$ cat src/rtl/onewire_master_if.sv
// ============================================================================
// Module      : onewire_master_if
// Description : Command/response bundle between a 1-Wire sequencer and the
//               byte-level 1-Wire bus master.
// Revision    : 1.0 - initial release
// ============================================================================
`default_nettype none

interface onewire_master_if;
  logic       i_cmd_valid;
  logic       o_cmd_ready;
  logic [1:0] i_cmd;
  logic [7:0] i_wdata;
  logic       o_done;
  logic [7:0] o_rdata;
  logic       o_presence;

  // Sequencer side: issues commands, consumes results
  modport master (
    output i_cmd_valid, i_cmd, i_wdata,
    input  o_cmd_ready, o_done, o_rdata, o_presence
  );

  // Bus-master side: accepts commands, produces results
  modport slave (
    input  i_cmd_valid, i_cmd, i_wdata,
    output o_cmd_ready, o_done, o_rdata, o_presence
  );
endinterface

`default_nettype wire

$ cat src/rtl/onewire_master.sv
// ============================================================================
// Module      : onewire_master
// Description : Byte-level 1-Wire bus master. Generates reset/presence and
//               LSB-first write/read time slots on DQ, timed by a cycle
//               counter scaled by CLK_PER_US.
// Revision    : 1.0 - initial release
// ============================================================================
`default_nettype none

module onewire_master #(
  parameter int CLK_PER_US = 1
) (
  input  wire logic       clk,
  input  wire logic       rst,          // asynchronous, active low
  onewire_master_if.slave bus,
  input  wire logic       I_ONE_WIRE,
  output logic            O_ONE_WIRE
);

  localparam int c_cnt_w = $clog2(480 * CLK_PER_US + 1);

  // Terminal counts are "duration - 1" because the counter starts at 0 on entry
  localparam logic [c_cnt_w-1:0] c_rst_last   = c_cnt_w'(480 * CLK_PER_US - 1);
  localparam logic [c_cnt_w-1:0] c_pres_pt    = c_cnt_w'(70 * CLK_PER_US - 1);
  localparam logic [c_cnt_w-1:0] c_long_last  = c_cnt_w'(60 * CLK_PER_US - 1);
  localparam logic [c_cnt_w-1:0] c_short_last = c_cnt_w'(6 * CLK_PER_US - 1);
  // Release time that completes a 70 us slot after a 6 us or 60 us low phase
  localparam logic [c_cnt_w-1:0] c_rel_long   = c_cnt_w'(64 * CLK_PER_US - 1);
  localparam logic [c_cnt_w-1:0] c_rel_short  = c_cnt_w'(10 * CLK_PER_US - 1);
  // Read sample sits 15 us into the slot, i.e. 9 us after the 6 us low phase
  localparam logic [c_cnt_w-1:0] c_rd_pt      = c_cnt_w'(9 * CLK_PER_US - 1);

  typedef enum logic [2:0] {
    IDLE     = 3'd0,
    RST_LOW  = 3'd1,
    RST_REL  = 3'd2,
    SLOT_LOW = 3'd3,
    SLOT_REL = 3'd4,
    DONE     = 3'd5
  } state_t;

  state_t               r_state;
  logic [c_cnt_w-1:0]   r_cnt;
  logic [2:0]           r_bit;
  logic [7:0]           r_shreg;
  logic                 r_is_read;
  logic                 r_dq;
  logic                 r_ready;
  logic                 r_done;
  logic [7:0]           r_rdata;
  logic                 r_presence;
  logic                 r_sync1;
  logic                 r_sync2;

  logic                 w_short;
  logic [c_cnt_w-1:0]   w_low_last;
  logic [c_cnt_w-1:0]   w_rel_last;

  // A read slot or a write-1 slot uses the short low phase
  assign w_short    = r_is_read | r_shreg[0];
  assign w_low_last = w_short ? c_short_last : c_long_last;
  assign w_rel_last = w_short ? c_rel_long : c_rel_short;

  assign O_ONE_WIRE      = r_dq;
  assign bus.o_cmd_ready = r_ready;
  assign bus.o_done      = r_done;
  assign bus.o_rdata     = r_rdata;
  assign bus.o_presence  = r_presence;

  // Two-flop synchronizer for the asynchronous DQ line; idles at released level
  always_ff @(posedge clk or negedge rst) begin
    if (!rst) begin
      r_sync1 <= 1'b1;
      r_sync2 <= 1'b1;
    end else begin
      r_sync1 <= I_ONE_WIRE;
      r_sync2 <= r_sync1;
    end
  end

  // Bus sequencing FSM with registered DQ drive and handshake outputs
  always_ff @(posedge clk or negedge rst) begin
    if (!rst) begin
      r_state    <= IDLE;
      r_cnt      <= '0;
      r_bit      <= 3'd0;
      r_shreg    <= 8'h00;
      r_is_read  <= 1'b0;
      r_dq       <= 1'b1;
      r_ready    <= 1'b1;
      r_done     <= 1'b0;
      r_rdata    <= 8'h00;
      r_presence <= 1'b0;
    end else begin
      r_done <= 1'b0;
      case (r_state)
        IDLE: begin
          r_cnt <= '0;
          r_dq  <= 1'b1;
          if (bus.i_cmd_valid && r_ready) begin
            r_ready   <= 1'b0;
            r_bit     <= 3'd0;
            r_shreg   <= bus.i_wdata;
            r_is_read <= (bus.i_cmd == 2'b10);
            case (bus.i_cmd)
              2'b00: begin
                r_state <= RST_LOW;
                r_dq    <= 1'b0;
              end
              2'b01, 2'b10: begin
                r_state <= SLOT_LOW;
                r_dq    <= 1'b0;
              end
              default: begin
                // Reserved command: complete without touching the bus
                r_state <= DONE;
                r_done  <= 1'b1;
              end
            endcase
          end
        end

        RST_LOW: begin
          r_cnt <= r_cnt + c_cnt_w'(1);
          if (r_cnt == c_rst_last) begin
            r_cnt   <= '0;
            r_dq    <= 1'b1;
            r_state <= RST_REL;
          end
        end

        RST_REL: begin
          r_cnt <= r_cnt + c_cnt_w'(1);
          if (r_cnt == c_pres_pt) begin
            r_presence <= ~r_sync2;
          end
          if (r_cnt == c_rst_last) begin
            r_cnt   <= '0;
            r_done  <= 1'b1;
            r_state <= DONE;
          end
        end

        SLOT_LOW: begin
          r_cnt <= r_cnt + c_cnt_w'(1);
          if (r_cnt == w_low_last) begin
            r_cnt   <= '0;
            r_dq    <= 1'b1;
            r_state <= SLOT_REL;
          end
        end

        SLOT_REL: begin
          r_cnt <= r_cnt + c_cnt_w'(1);
          // Read data enters at the MSB so eight right shifts leave bit 0 first-received
          if (r_is_read && (r_cnt == c_rd_pt)) begin
            r_shreg <= {r_sync2, r_shreg[7:1]};
          end
          if (r_cnt == w_rel_last) begin
            r_cnt <= '0;
            if (!r_is_read) begin
              r_shreg <= {1'b0, r_shreg[7:1]};
            end
            if (r_bit == 3'd7) begin
              r_done  <= 1'b1;
              r_state <= DONE;
              if (r_is_read) begin
                r_rdata <= r_shreg;
              end
            end else begin
              r_bit   <= r_bit + 3'd1;
              r_dq    <= 1'b0;
              r_state <= SLOT_LOW;
            end
          end
        end

        DONE: begin
          r_cnt   <= '0;
          r_ready <= 1'b1;
          r_state <= IDLE;
        end

        default: begin
          r_cnt   <= '0;
          r_dq    <= 1'b1;
          r_ready <= 1'b1;
          r_state <= IDLE;
        end
      endcase
    end
  end

endmodule

`default_nettype wire

$ cat src/flat_wrapper.sv
// flat-port wrapper written by rule: the top's interface ports become plain ports
module onewire_master_flat 
#(
  parameter int CLK_PER_US = 1
)
  (clk, rst, I_ONE_WIRE, O_ONE_WIRE, bus_i_cmd_valid, bus_i_cmd, bus_i_wdata, bus_o_cmd_ready, bus_o_done, bus_o_rdata, bus_o_presence);
  onewire_master_if bus_i ();
  input  wire logic clk;
  input  wire logic rst;
  input  wire logic I_ONE_WIRE;
  output logic O_ONE_WIRE;
  input wire logic [$bits(bus_i.i_cmd_valid)-1:0] bus_i_cmd_valid;
  input wire logic [$bits(bus_i.i_cmd)-1:0] bus_i_cmd;
  input wire logic [$bits(bus_i.i_wdata)-1:0] bus_i_wdata;
  output wire logic [$bits(bus_i.o_cmd_ready)-1:0] bus_o_cmd_ready;
  output wire logic [$bits(bus_i.o_done)-1:0] bus_o_done;
  output wire logic [$bits(bus_i.o_rdata)-1:0] bus_o_rdata;
  output wire logic [$bits(bus_i.o_presence)-1:0] bus_o_presence;
  assign bus_i.i_cmd_valid = bus_i_cmd_valid;
  assign bus_i.i_cmd = bus_i_cmd;
  assign bus_i.i_wdata = bus_i_wdata;
  assign bus_o_cmd_ready = bus_i.o_cmd_ready;
  assign bus_o_done = bus_i.o_done;
  assign bus_o_rdata = bus_i.o_rdata;
  assign bus_o_presence = bus_i.o_presence;
  onewire_master #(.CLK_PER_US(CLK_PER_US)) u_core (.clk(clk), .rst(rst), .bus(bus_i), .I_ONE_WIRE(I_ONE_WIRE), .O_ONE_WIRE(O_ONE_WIRE));
endmodule
$ cat config.mk
export PLATFORM = sky130hd
export DESIGN_NAME = onewire_master_flat
export DESIGN_NICKNAME = d
export VERILOG_FILES = /design/src/rtl/onewire_master_if.sv /design/src/rtl/onewire_master.sv /design/src/flat_wrapper.sv
export SDC_FILE = /design/constraint.sdc
export NUM_CORES = 1
export LEC_CHECK = 0
export CAP_MARGIN = 5
export CORE_MARGIN = 5
export CORE_UTILIZATION = 40
export DETAILED_ROUTE_END_ITERATION = 12
export GPL_ROUTABILITY_DRIVEN = 0
export SLEW_MARGIN = 10
export SYNTH_ARGS = -nofsm -noshare
export SYNTH_HDL_FRONTEND = slang
export SYNTH_SLANG_ARGS = --single-unit
$ cat constraint.sdc
create_clock -name clk -period 1.9 [get_ports clk]
set_input_delay 0.38 -clock clk [delete_from_list [all_inputs] [get_ports clk]]
set_output_delay 0.38 -clock clk [all_outputs]
set_load 0.02 [all_outputs]
**Word-level counts from Yosys, hierarchy flattened**

Index checks and enable logic that the tools add are counted.

- Bitwise gates (word level): 4
- Add/sub/neg operators: 2
- Reductions and logical operators: 18
- Multiplexer cells: 37
- Equal/unequal tests: 19

Operators by type and width:

| kind | number |
|---|---|
| 2-to-1 mux 8 bit | 4 |
| 2-to-1 mux 3 bit | 9 |
| 2-to-1 mux 9 bit | 3 |
| case mux 9 bit (3 select lines) | 1 |
| equality test 9 bit | 2 |
| case mux 8 bit (2 select lines) | 1 |
| case mux 3 bit (5 select lines) | 1 |
| 2-to-1 mux 6 bit | 2 |
| case mux 3 bit (2 select lines) | 2 |
| 2-to-1 mux 1 bit | 11 |
| inequality test 2 x 1 -> 1 bit, second input constant | 5 |
| AND reduction 5 bit | 2 |
| adder 9 x 1 -> 9 bit, second input constant | 1 |
| equality test 3 bit, second input constant | 3 |
| equality test 9 x 4 -> 1 bit, second input constant | 1 |
| equality test 9 x 7 -> 1 bit, second input constant | 1 |
| equality test 9 bit, second input constant | 1 |
| AND reduction 2 bit | 4 |
| AND reduction 4 bit | 2 |
| equality test 3 x 2 -> 1 bit, second input constant | 2 |
| OR reduction 2 bit | 3 |
| case mux 1 bit (5 select lines) | 1 |
| OR reduction 4 bit | 1 |
| adder 3 x 1 -> 3 bit, second input constant | 1 |
| 13 further kinds | 16 |

- Word-level logic and storage cells: 92
- Register bits: 38
- Output and inout port bits: 12

**Longest topological paths before layout**

Gate-level depths: netlist of run 1.

- Depth after elaboration: 6
- Depth in mapped cells: 7
- Depth with buffers taken out: 7

**Least setup slack after synthesis of run 1**

OpenSTA, ideal clock, no wires.

- Kind: reg-to-reg
- Start point: register u_core.r_cnt[0]
- End point: register u_core.r_dq (netlist: u_core.O_ONE_WIRE)
- Stages on the path, launching flop included: 7
- Path buffers: 0
- Path slack: -190 ps
- Arrival: 1999 ps
- Library setup time: 91 ps
- Cells stage by stage: dfrtp_1 ha_1 nand3_4 or4_4 a311o_1 a311oi_1 o32ai_1

- Word-level cells in the longest chain between the ends: 3
- Elaborated cells between the ends (all ways): 7

Ends and longest elaborated chain:

| item | line | source |
|---|---|---|
| start: declaration | onewire_master.sv:43 | `logic [c_cnt_w-1:0] r_cnt;` |
| start signal: assignment | onewire_master.sv:124 | `r_cnt <= r_cnt + c_cnt_w'(1);` |
| start signal: assignment | onewire_master.sv:133 | `r_cnt <= r_cnt + c_cnt_w'(1);` |
| start signal: assignment | onewire_master.sv:145 | `r_cnt <= r_cnt + c_cnt_w'(1);` |
| equality test 9 bit, on equally long branches | onewire_master.sv:159, onewire_master.sv:125, onewire_master.sv:146 |  |
| inequality test 2 x 1 -> 1 bit (no line) | -- |  |
| AND reduction 5 bit (no line) * | -- |  |
| end signal: assignment | onewire_master.sv:148 | `r_dq <= 1'b1;` |
| end signal: assignment | onewire_master.sv:172 | `r_dq <= 1'b0;` |
| end signal: assignment | onewire_master.sv:186 | `r_dq <= 1'b1;` |
| end: declaration | onewire_master.sv:47 | `logic r_dq;` |

Every way passes the cells marked *; elsewhere a longest branch is shown, timed or not.
A chain may end at the register's enable or synchronous reset.

**Final worst setup path of run 1**

- Start point: register u_core.r_cnt[1]
- End point: register u_core.r_dq (netlist: u_core.O_ONE_WIRE)

Same word-level chain as after synthesis.

==> results of run 1 <==
-- metrics by stage --
step	cells	hold slack, ps
after floorplan	235	84.4
after global placement	366	347
after detailed placement	366	348
after CTS	378	157
after global routing	386	185
final	386	137
-- worst max-delay path by stage --
| stage | from | end | slack [ps] | depth (start not counted) |
|---|---|---|---|---|
| after global routing | u_core.r_cnt[1] | u_core.O_ONE_WIRE | -210 | 7 |
| after detailed placement | u_core.r_is_read | u_core.r_shreg[5] | -240 | 5 |
| after CTS | u_core.r_is_read | u_core.bus.o_rdata[3] | -130 | 7 |
| after floorplan | u_core.r_cnt[8] | u_core.r_shreg[1] | 5 | 6 |
| after global placement | u_core.r_is_read | u_core.r_shreg[3] | -210 | 5 |
| final | u_core.r_cnt[1] | u_core.O_ONE_WIRE | -140 | 7 |
-- placed cells by master, fill, tap and decap left out, drive strengths merged, types with 3 or more instances in the layout --
cell type and instances:
a22oi 8, buf 57, nor4b 3, nand3 6
nor3b 6, a22o 3, clkbuf 7, or3 6
ha 8, xnor2 7, o211ai 3, nand2 24
o21ai 14, dfrtp 34, inv 8, clkdlybuf4s50 24
dfstp 4, nor2 27, nor3 8, a21oi 6
mux2i 4, mux2 9, and3 4
-- worst register-to-register path: cells and delay by family (launching register included) --
kind	cells	cell delay, ps
AOI/OAI and AO/OA	3	640
adders and majority gates	1	140
buffers and inverters	1	120
DFF	1	420
and+or+nand+nor	2	630
-- Yosys cell counts, drive strengths merged (2+ instances only) --
master,n
dfrtp,34
nor2,27
nand2,24
o21ai,14
mux2,9
a22oi,8
clkbuf,8
ha,8
inv,8
nor3,8
xnor2,7
a21oi,6
nand3,6
nor3b,6
or3,6
and3,4
dfstp,4
mux2i,4
a22o,3
buf,3
nor4b,3
o211ai,3
a221o,2
a311oi,2
a31oi,2
nand4,2
o22ai,2
or2,2
-- layout make-up --
type	instances	area, sq um
fillers	488	2260
multi-input cells	178	1360
flip-flops and latches	38	960
repair buffers	81	712
well taps	72	90.1
clock buffers	7	86.3
inverters	9	33.8
clock inverters	1	5.00
-- registers in the layout, indices dropped and copies added (netlist names) --
name / count
u_core.r_cnt: 9
u_core.bus.o_rdata: 8
u_core.r_shreg: 8
u_core.r_bit: 3
u_core.r_state: 3
u_core.O_ONE_WIRE: 1
u_core.bus.o_cmd_ready: 1
u_core.bus.o_done: 1
u_core.bus.o_presence: 1
u_core.r_is_read: 1
u_core.r_sync1: 1
u_core.r_sync2: 1
-- metal layers --
| metal | part of all wire, % | routed length (um) |
|---|---|---|
| met5 | 0 | 0 |
| met4 | 1.2 | 65 |
| met3 | 4.2 | 236 |
| met2 | 49 | 2790 |
| met1 | 45 | 2560 |
-- where the power goes --
part | internal, mW | leakage [nW] | switching [mW]
logic | 0.893 | 0.892 | 0.943
registers | 1.00 | 0.466 | 0.170
clock network | 0.293 | 0.0482 | 0.275
total | 2.19 | 1.41 | 1.39
-- timing repair --
| item | in CTS | in global routing |
|---|---|---|
| endpoints found under the setup margin | 28 | 29 |
| gates resized for setup | 12 | 26 |
| gates cloned | 0 | 1 |
| pin swaps | 6 | 9 |
| setup buffers | 4 | 7 |
-- cell families after synthesis --
group | share of synthesized area, %
compound gates | 16.8
xor+xnor | 3.09
fa+ha+maj | 4.41
buf+inv | 4.96
flops | 42.1
mux | 6.23
simple gates | 22.4
==> results.py, run 1 <==
metrics = {
    "final_layout": {
        "stdcell_area_sq_mm": 0.00325,
        "drive_gt1_share_pct": 36.0,
        "area_delta_synth_final_pct": 43.1,
        "layout.nets": 335,
        "fin_util_pct": 58.9,
        "n_antenna_cell": 0,
    },
    "cts": {
        "clkLatencyLatePin_ps": 290,
        "root_buffer": "clkbuf_8",
        "cts_sinks": 38,
        "cts_tree": "yes",
        "cts.path.max_buffers": 2,
        "h-tree-depth": 2,
        "cts_buffers": 5,
        "hold_buffers": 0,
        "clk_pin_slew_worst_paths_ps": 70,
    },
    "worst_hold_path": {
        "min_path_type": "in -> async",
    },
    "die": {
        "fp.coreArea_sq_mm": 0.00551,
        "rows": 27,
        "fp.dieArea_sq_mm": 0.00728,
        "start_util_pct": 41.2,
        "pin_count": 26,
        "die-height_um": 85.3,
        "fp.dieW_um": 85.3,
    },
    "worst_setup_path": {
        "cpMaxStageDelayCell": "or4_4",
        "crit_required_ps": 2100,
        "reg2reg_to": "u_core.O_ONE_WIRE",
        "r2r-start": "u_core.r_cnt[1]",
        "critPathTopFamily": "compound AO/OA/AOI/OAI gates",
        "critPathBufInv": 1,
        "critPathMaxStageDelay_ps": 540,
        "r2r_setup_slack_ps": -140,
        "critPathKind": "reg -> reg",
        "start_kind": "register",
        "path_cells": "buf_6, ha_4, nand3_4, or4_4, a311o_1, a311oi_1, o32ai_1",
        "cp_max_fo": 4,
        "arrival_ps": 2240,
        "worst_setup_path_end_kind": "register",
        "ff2ff_path_depth": 7,
    },
    "logic_synthesis": {
        "avgSynthCellArea_sq_um": 9.65,
        "async_reset_ff_share_pct": 100,
        "yosys_warnings": 0,
        "synth_top_area_share_pct": 37.5,
        "synth_edf_count": 0,
        "ys_seq_area_share_pct": 42.1,
        "synth_area_sq_mm": 0.00227,
        "synth_cells": 235,
        "synthFlopType": "dfrtp_1",
        "synth_top_area_cell": "dfrtp_1",
        "synth_cell_types": 57,
        "synthTopCellsByArea": "dfrtp_1 (38%), dfstp_2 (4.6%), mux2_2 (4.5%)",
        "synth_nets": 257,
        "ys_ff_latch": 38,
    },
    "global_route": {
        "grt_pass1_wl_um": 9270,
        "use_met2_pct": 24.1,
        "use_met1_pct": 21.9,
        "antenna_found_initial": 0,
        "grt-ovfl-total": 0,
        "grt_use_met3_pct": 3.11,
        "grtUsageTotal_pct": 15.6,
        "grt_max_degree": 39,
        "first_global_vias": 1936,
        "gr-max-usage-layer": "met2",
    },
    "timing": {
        "hold_viol": 0,
        "fin_crit_sh_pct": 107,
        "relSlewSlack_pct": 67.1,
        "fmax_mhz": 491,
        "min_period_ps": 2040,
        "fin_skew_ps": 6.84,
        "tightest_slew_ps": 493,
        "finalSetupViolations": 25,
        "tns_ps": -1900,
        "drv_slew": 0,
        "setup_slack_ps": -136,
        "rsz0062_at_grt": "true",
    },
    "place": {
        "placed_area_sq_mm": 0.00290,
        "hpwl_um": 3960,
        "io_buffers": 25,
        "dp_worst_setup_slack_ps": -235,
    },
    "power_and_ir_drop": {
        "power.density_mw_per_mm2": 1100,
        "total_leakage_power_nw": 1.41,
        "total_power_mw": 3.58,
        "ir_drop_uv": 550,
    },
    "detailed_routing": {
        "wirelength_um": 5650,
        "route.detailed.drc": 0,
        "drtIter0Drc": 77,
        "vias": 2063,
        "post_drt_wl_per_cell_um": 14.6,
        "ant_nets": 0,
        "drt-pass1-iter-count": 4,
        "vias_per_cell": 5.34,
    },
    "outcome": {
        "status": "finished, violations left",
        "violations": "negative setup slack",
    },
    "flow_run": {
        "cap_violations": 0,
    },
}
Power figures use the tool's default switching activity.
==> run 2: changes to the inputs <==
--- a/config.mk
+++ b/config.mk
@@ -8,6 +8,7 @@
 export CAP_MARGIN = 5
 export CORE_MARGIN = 5
 export CORE_UTILIZATION = 40
+export CTS_CLUSTER_SIZE = 10
 export DETAILED_ROUTE_END_ITERATION = 12
 export GPL_ROUTABILITY_DRIVEN = 0
 export SLEW_MARGIN = 10
==> constraint.sdc (replaced) <==
create_clock -name clk -period 2.44 [get_ports clk]
set_input_delay 0.488 -clock clk [delete_from_list [all_inputs] [get_ports clk]]
set_output_delay 0.488 -clock clk [all_outputs]
set_load 0.02 [all_outputs]
==> run 2 against run 1 <==
Effect of this change: clock skew is essentially flat; sequential power shrank 18%; final cell count shrank 12%; largest cell class unchanged; sequential cell count is the same; highest routed layer unchanged; fmax shrank 11%; hold slack gained 170 ps; worst setup slack gained 290 ps; first-iteration DRC count grew 13%; the run now ends clean; power shrank 32%; routed wire length shrank 10%; register-to-register slack gained 290 ps; critical path depth shrank 1.
==> results.py, run 2 (synthesis results as in run 1) <==
metrics = {
    "outcome": {
        "status": "completed",
    },
    "timing": {
        "min_period_ps": 2280,
        "hold_viol": 0,
        "fin_skew_ps": 7.30,
        "fin_crit_sh_pct": 93.5,
        "rsz0062_at_grt": "false",
        "tns_ps": 0,
        "tightest_slew_ps": 861,
        "relSlewSlack_pct": 42.6,
        "hold_ws_ps": 309,
        "drv_slew": 0,
        "fmax_mhz": 438,
        "finalSetupViolations": 0,
    },
    "global_route": {
        "grt-ovfl-total": 0,
        "use_met2_pct": 22.5,
        "grt_max_degree": 39,
        "use_met1_pct": 21.0,
        "grtUsageTotal_pct": 15.3,
        "gr-max-usage-layer": "met2",
        "grt_use_met3_pct": 4.37,
        "first_global_vias": 1817,
        "grt_pass1_wl_um": 8890,
        "antenna_found_initial": 0,
    },
    "worst_setup_path": {
        "worst_setup_path_end_kind": "register",
        "start_kind": "register",
        "cp_max_fo": 8,
        "crit_required_ps": 2650,
        "arrival_ps": 2490,
        "critPathKind": "reg -> reg",
    },
    "worst_hold_path": {
        "min_path_type": "in -> async",
    },
    "power_and_ir_drop": {
        "total_leakage_power_nw": 1.14,
        "total_power_mw": 2.44,
        "ir_drop_uv": 626,
        "power.density_mw_per_mm2": 906,
    },
    "final_layout": {
        "drive_gt1_share_pct": 16.2,
        "stdcell_count": 338,
        "area_delta_synth_final_pct": 18.7,
        "n_antenna_cell": 0,
        "top_register": "u_core.r_cnt",
        "largest_reg_flops": 9,
        "layout_commonest_cell": "dfrtp_1",
        "layout.nets": 287,
        "final_cell_mix": "dfrtp_1 (34), nor2_1 (27), clkdlybuf4s50_1 (24)",
    },
    "cts": {
        "cts_sinks": 38,
        "hold_buffers": 0,
        "h-tree-depth": 2,
        "clkLatencyLatePin_ps": 290,
        "clk_pin_slew_worst_paths_ps": 70,
        "root_buffer": "clkbuf_8",
        "cts_tree": "yes",
        "cts_buffers": 5,
        "cts.path.max_buffers": 2,
    },
    "detailed_routing": {
        "drt-pass1-iter-count": 4,
        "vias_per_cell": 5.43,
        "post_drt_wl_per_cell_um": 15.0,
        "wirelength_um": 5080,
        "route.detailed.drc": 0,
        "drtIter0Drc": 87,
        "ant_nets": 0,
        "vias": 1835,
    },
    "die": {
        "pin_count": 26,
        "fp.dieArea_sq_mm": 0.00728,
        "die-height_um": 85.3,
        "fp.dieW_um": 85.3,
        "start_util_pct": 41.2,
        "rows": 27,
        "fp.coreArea_sq_mm": 0.00551,
    },
    "place": {
        "hpwl_um": 3600,
        "io_buffers": 25,
        "post-place-cells": 330,
    },
    "flow_run": {
        "cap_violations": 0,
    },
}
## run 2: critical path, stage by stage, from the launching register on
cell,delay (ps)
dfrtp_1,470
ha_1,270
nand3_4,120
or4_4,570
a311o_1,390
a311oi_1,240
o32ai_1,140
## run 2: routing by layer
metal  up-vias  wire (um)
li1        913          -
met1       873       2510
met2        38       2220
met3        11        249
met4         0         99
met5         -          0
## run 2: worst paths after layout
kind | startpoint | endpoint | slack [ps] | cells past startpoint
worst max-delay path | u_core.r_cnt[0] | u_core.O_ONE_WIRE | 160 | 6
worst min-delay path | rst | u_core.r_shreg[6] | 310 | 1
worst max register to register | u_core.r_cnt[0] | u_core.O_ONE_WIRE | 160 | 6
worst min register to register | u_core.r_sync1 | u_core.r_sync2 | 360 | 0
max in group asynchronous | rst | u_core.r_bit[0] | 1590 | 1
min in group clk | u_core.r_sync1 | u_core.r_sync2 | 360 | 0
## run 2: what timing repair did
item,4_1_cts,5_1_grt
setup endpoints to repair,0,6
setup buffers,0,0
resized for setup,0,1
## run 2: cell type report
class                   count  area (sq um)
inverters                   9          33.8
clock buffers               7          86.3
flip-flops and latches     38           956
repair buffers             34           313
clock inverters             1          5.00
fillers                   531          2810
well taps                  72          90.1
multi-input cells         177          1210
## run 2: power breakdown
part | internal [mW] | leakage, nW | switching, mW
registers | 0.776 | 0.471 | 0.187
clock network | 0.228 | 0.0482 | 0.217
logic | 0.475 | 0.619 | 0.557
total | 1.48 | 1.14 | 0.961
## run 2: through the flow
| stage | instance area [sq um] | utilization, % | worst slack [ps] |
|---|---|---|---|
| after global placement | 2590 | 47.1 | 192 |
| after CTS | 2680 | 48.7 | 96.3 |
| after global routing | 2690 | 48.9 | 54.1 |
| final | 2690 | 48.9 | 158 |
| after detailed placement | 2590 | 47.1 | 151 |
| after floorplan | 2270 | - | 350 |
==> edit 1 (config.mk and constraints of run 1) <==
The 6 states of `state_t` get a one-hot encoding in 6 bits.
--- a/src/rtl/onewire_master.sv
+++ b/src/rtl/onewire_master.sv
@@ -31,11 +31,11 @@
   localparam logic [c_cnt_w-1:0] c_rd_pt      = c_cnt_w'(9 * CLK_PER_US - 1);
 
-  typedef enum logic [2:0] {
-    IDLE     = 3'd0,
-    RST_LOW  = 3'd1,
-    RST_REL  = 3'd2,
-    SLOT_LOW = 3'd3,
-    SLOT_REL = 3'd4,
-    DONE     = 3'd5
+  typedef enum logic [5:0] {
+    IDLE     = 6'b000001,
+    RST_LOW  = 6'b000010,
+    RST_REL  = 6'b000100,
+    SLOT_LOW = 6'b001000,
+    SLOT_REL = 6'b010000,
+    DONE     = 6'b100000
   } state_t;
 
Function: same outputs for any inputs over 10 cycles, from zero or initial values and one cycle with rst low; not proved beyond that.
==> edit 1 against run 1 <==
- the run still ends with negative setup slack left
- combinational power fell by 48%
- area after synthesis fell by 6.2%
- critical path depth fell by 2
- power fell by 19%
- sequential cell count rose by 3
- synthesized cell count fell by 15%
- wire length fell by 4.8%
- setup slack improved by 0.053 ns
- clock power rose by 29%
- final area fell by 8.7%
- critical endpoint unchanged
==> edit 1: results (changes against run 1) <==
- Largest fanout on the critical path: 5 (+1)
- Compound-gate portion of the synthesized area: 15.3% (-1.5 points)
- Largest Register: u_core.r_cnt
- Mux cell area share after synthesis: 5.82% (-0.41 points)
- Syn_nets: 221 (-14%)
- Hold Crit Class: reg2reg
- DP Worst Slack: -0.0872 ns (+0.148 ns)
- Drt via density: 5.25 (-1.7%)
- Final HPWL DP: 3930 um (-0.75%)
- Status: finished, violations left
- Final setup TNS: -0.103 ns (+1.79 ns)
- First-pass GRT wire length: 8960 um (-3.3%)
- Initial DRC Count: 82 (+6.5%)
- Final setup fails: 3 (-88%)
- GRT Util Overall: 16.2% (+0.61 points)
- Critical Path AT: 2.20 ns (-0.04 ns)
- Vias in the first global route: 1775 (-8.3%)
- P_leak: 1.32 nW (-6.5%)
- Wire per inst: 15.9 um (+8.7%)
- Peak supply drop: 0.458 mV (-17%)
- Failing checks: negative setup slack
- Post-CTS Setup Bufs: 0 (-4)
- Commonest cells post-synth: 36 x dfrtp_1, 24 x nor2_1, 12 x nand2_1
- Sequential share of the synthesized area: 48.5% (+6.4 points)
- Non-Filler Instances: 338 (-12%)
- Largest net degree at the start of global routing: 21 (-46%)
- Worst-case clock skew: 0.00459 ns (-0.00225 ns)
- Placed cell area: 2760 um2 (-4.7%)
- Worst Tran Pin Value: 0.359 ns (-0.135 ns)
- Post-Synth Adder-Cell Area: 4.71% (+0.29 points)
- Final-stage net count: 289 (-14%)
- Fin worst setup slack: -0.0825 ns (+0.0531 ns)
- Placed cell count: 329 (-10%)
- Port bufs: 25 (unchanged)
- Synthesized instance count: 199 (-15%)
edit 1: final cells by class:
type | instances | area, um2
fillers | 480 | 2180
multi-input cells | 143 | 1120
flip-flops and latches | 41 | 1030
repair buffers | 68 | 571
well taps | 70 | 87.6
clock buffers | 6 | 82.6
clock inverters | 2 | 37.5
inverters | 8 | 30.0
edit 1: path summary, 6_finish.rpt:
path                                           start                                 end  cells past startpoint
max                        u_core.r_cnt[5]$_DFF_PN0_       u_core.O_ONE_WIRE$_DFFE_PN1P_                      5
min                         u_core.r_sync1$_DFF_PN1_            u_core.r_sync2$_DFF_PN1_                      0
max reg2reg                u_core.r_cnt[5]$_DFF_PN0_       u_core.O_ONE_WIRE$_DFFE_PN1P_                      5
min reg2reg                 u_core.r_sync1$_DFF_PN1_            u_core.r_sync2$_DFF_PN1_                      0
max in group asynchronous                        rst  u_core.bus.o_cmd_ready$_DFFE_PN1P_                      3
min in group asynchronous                        rst   u_core.bus.o_rdata[1]$_DFFE_PN0P_                      2
edit 1: power by group:
part	internal (mW)	total (mW)	switching (mW)
logic	0.478	0.965	0.487
clock network	0.427	0.735	0.308
registers	1.05	1.21	0.155
edit 1: cell families (layout without fill, tap and decap cells):
kind of cell | count (synthesis) | after routing
buffers and inverters | 15 | 84
AND/OR/NAND/NOR | 75 | 75
adder cells (fa/ha/maj) | 8 | 8
multiplexers | 11 | 11
flip-flops | 41 | 41
AO/OA/AOI/OAI | 40 | 40
XOR/XNOR | 9 | 9
edit 1: worst max-delay path, stage by stage, from the launching register on:
cell	delay (ns)
dfrtp_1	0.41
or4b_4	0.59
o32ai_4	0.25
a31oi_4	0.15
nor4_2	0.17
mux2_1	0.34
edit 1: stage by stage:
stage	util (%)	hold WS, ns	total power [mW]
floorplan	-	0.0844	1.74
global placement	53.7	0.264	2.16
detailed placement	53.7	0.263	2.16
CTS	56.9	0.362	2.93
global route	57.7	0.370	3.08
finish	57.7	0.361	2.91
edit 1: what timing repair did:
item	CTS	global route
hold endpoints to repair	7	0
pin swaps	3	1
endpoints found under the setup margin	29	32
resized for setup	6	9
hold buffers	1	0
edit 1: per-layer routing:
layer	track usage (%)	vias up	share of wire [%]
met1	21.8	877	46
met4	5.35	0	1.3
li1	-	869	-
met2	25.8	25	49
met5	0	-	0
met3	3.47	5	3.0
==> edit 2 (config.mk and constraints of run 1) <==
Made on the original files. Compare `r_cnt` against `c_pres_pt` with >= in place of ==.
--- a/src/rtl/onewire_master.sv
+++ b/src/rtl/onewire_master.sv
@@ -132,5 +132,5 @@
         RST_REL: begin
           r_cnt <= r_cnt + c_cnt_w'(1);
-          if (r_cnt == c_pres_pt) begin
+          if (r_cnt >= c_pres_pt) begin
             r_presence <= ~r_sync2;
           end
Function: same outputs for any inputs over 10 cycles, from zero or initial values and one cycle with rst low; that may be too few to reach the edited logic, so the function may still have changed.
==> edit 2 against run 1 <==
- sequential share of layout area grew 5.7 points
- setup slack better by 0.18 ns
- critical path type unchanged
- highest routed layer unchanged
- wire length fell by 13%
- first-iteration DRC count increased by 66%
- worst hold slack worse by 0.012 ns
- cell count is 17% lower
- critical endpoint is now u_core.r_state[0]$_DFFE_PN0P_
- sequential cell count unchanged
- synthesized cell count is 13% lower
- final area is 16% lower
- area after synthesis fell by 6.3%
Power is not compared: it rests on default switching activity, and its combinational part moved more than twofold at a synthesized area within 25%.
==> edit 2: results (changes against run 1) <==
- PwrDens: 528 nW/um2
- Multi-input logic cell count: 148 (-17%)
- Final HPWL DP: 3550 um (-10%)
- Non-clk invs: 7 (-2)
- Drt total wl: 4920 um (-13%)
- Commonest cells post-synth: 34 x dfrtp_1, 17 x nand2_1, 14 x nor2_1
- Sequential share of cell area: 35.3% (+5.7 points)
- Placed cell count: 311 (-15%)
- Syn_nets: 227 (-12%)
- Crit-path max cell delay: 0.46 ns (-0.08 ns)
- GRT Util Overall: 14.7% (-0.90 points)
- DP Worst Slack: -0.0220 ns (+0.213 ns)
- Max reg flops: 9 (unchanged)
- CP delay by family, top: simple AND/OR/NAND/NOR gates
- Synth unique cells: 50 (-12%)
- Crit path to: u_core.r_state[0]$_DFFE_PN0P_
- Fillers: 499 (+2.3%)
- Worst-case clock skew: 0.00492 ns (-0.00192 ns)
- Cells taking the most area after synthesis: dfrtp_1 40%, mux2_2 5.3%, dfstp_2 4.9%
- Root Driver: clkbuf_8
- CP max stage cell: dfrtp_2
- Non-clk buf share: 15.6% (-6.3 points)
- R2r setup slk: 0.04 ns (+0.18 ns)
- Critical Path AT: 2.04 ns (-0.20 ns)
- Met2 usage: 24.1% (+0.043 points)
- Worst Tran Pin Value: 0.480 ns (-0.0135 ns)
- Final-stage net count: 271 (-19%)
- Final clock-cell share: 3.36% (+0.55 points)
- Vias in the first global route: 1771 (-8.5%)
- Yosys reg bits: 38 (unchanged)
- Non-Filler Instances: 320 (-17%)
- Hold Crit Class: in2async
- Status: completed
- Non-clock buffer count: 49 (-40%)
- Met3 wire len: 212 um (-10%)
- GR Util met1: 18.6% (-3.2 points)
- Asr flop ratio synth: 100% (unchanged)
- Initial DRC Count: 128 (+66%)
- Total number of vias: 1729 (-16%)
- Largest fanout on the critical path: 6 (+2)
- Clock share of power: between 30% and 40%
- Reg2Reg Depth: 6 (-1)
- Multi-input gate area: 1130 um2 (-17%)
- Finished Cell Area: 2720 um2 (-16%)
- Largest net degree at the start of global routing: 39 (unchanged)
- Layout cell share with drive strength beyond 1: 28.0% (-8.0 points)
- Min Hold Slack: 0.125 ns (-0.0120 ns)
- Met1 WL: 2250 um (-12%)
- Placed cell area: 2580 um2 (-11%)
- FMAX: 0.538 GHz (+9.5%)
- First-pass GRT wire length: 8310 um (-10%)
- Met3 usage: 3.07% (-0.037 points)
- Worst-path clk slew: 0.07 ns (about the same)
- Well Taps: 70 (-2.8%)
- Synthesized instance count: 205 (-13%)
- Sequential share of the synthesized area: 45.0% (+2.8 points)
- Routed wl met2: 2380 um (-15%)
==> edit 2: changes by cell type in the layout (fill, tap and decap cells not counted), sizes merged, moves of 6 or more <==
| cell | change |
|---|---|
| buf | -32 |
| nor2 | -12 |
| nand2 | -7 |
| nand2b | +7 |
| o221a | +7 |
| a22oi | -6 |
| nor3b | -6 |
==> edit 2: logic make-up (layout without fill, tap and decap cells) <==
family	Yosys count	after routing	synth area share [%]
AND/OR/NAND/NOR	74	74	20.5
multiplexers	11	11	5.77
buffers and inverters	19	64	3.88
AO/OA/AOI/OAI	47	47	16.9
adder cells (fa/ha/maj)	8	8	4.71
flip-flops	38	38	45.0
XOR/XNOR	8	8	3.30
==> edit 2: repair_timing <==
action | in CTS | in global routing
pin swaps | 0 | 2
buffers inserted | 0 | 1
setup endpoints to repair | 7 | 27
resized for setup | 1 | 11
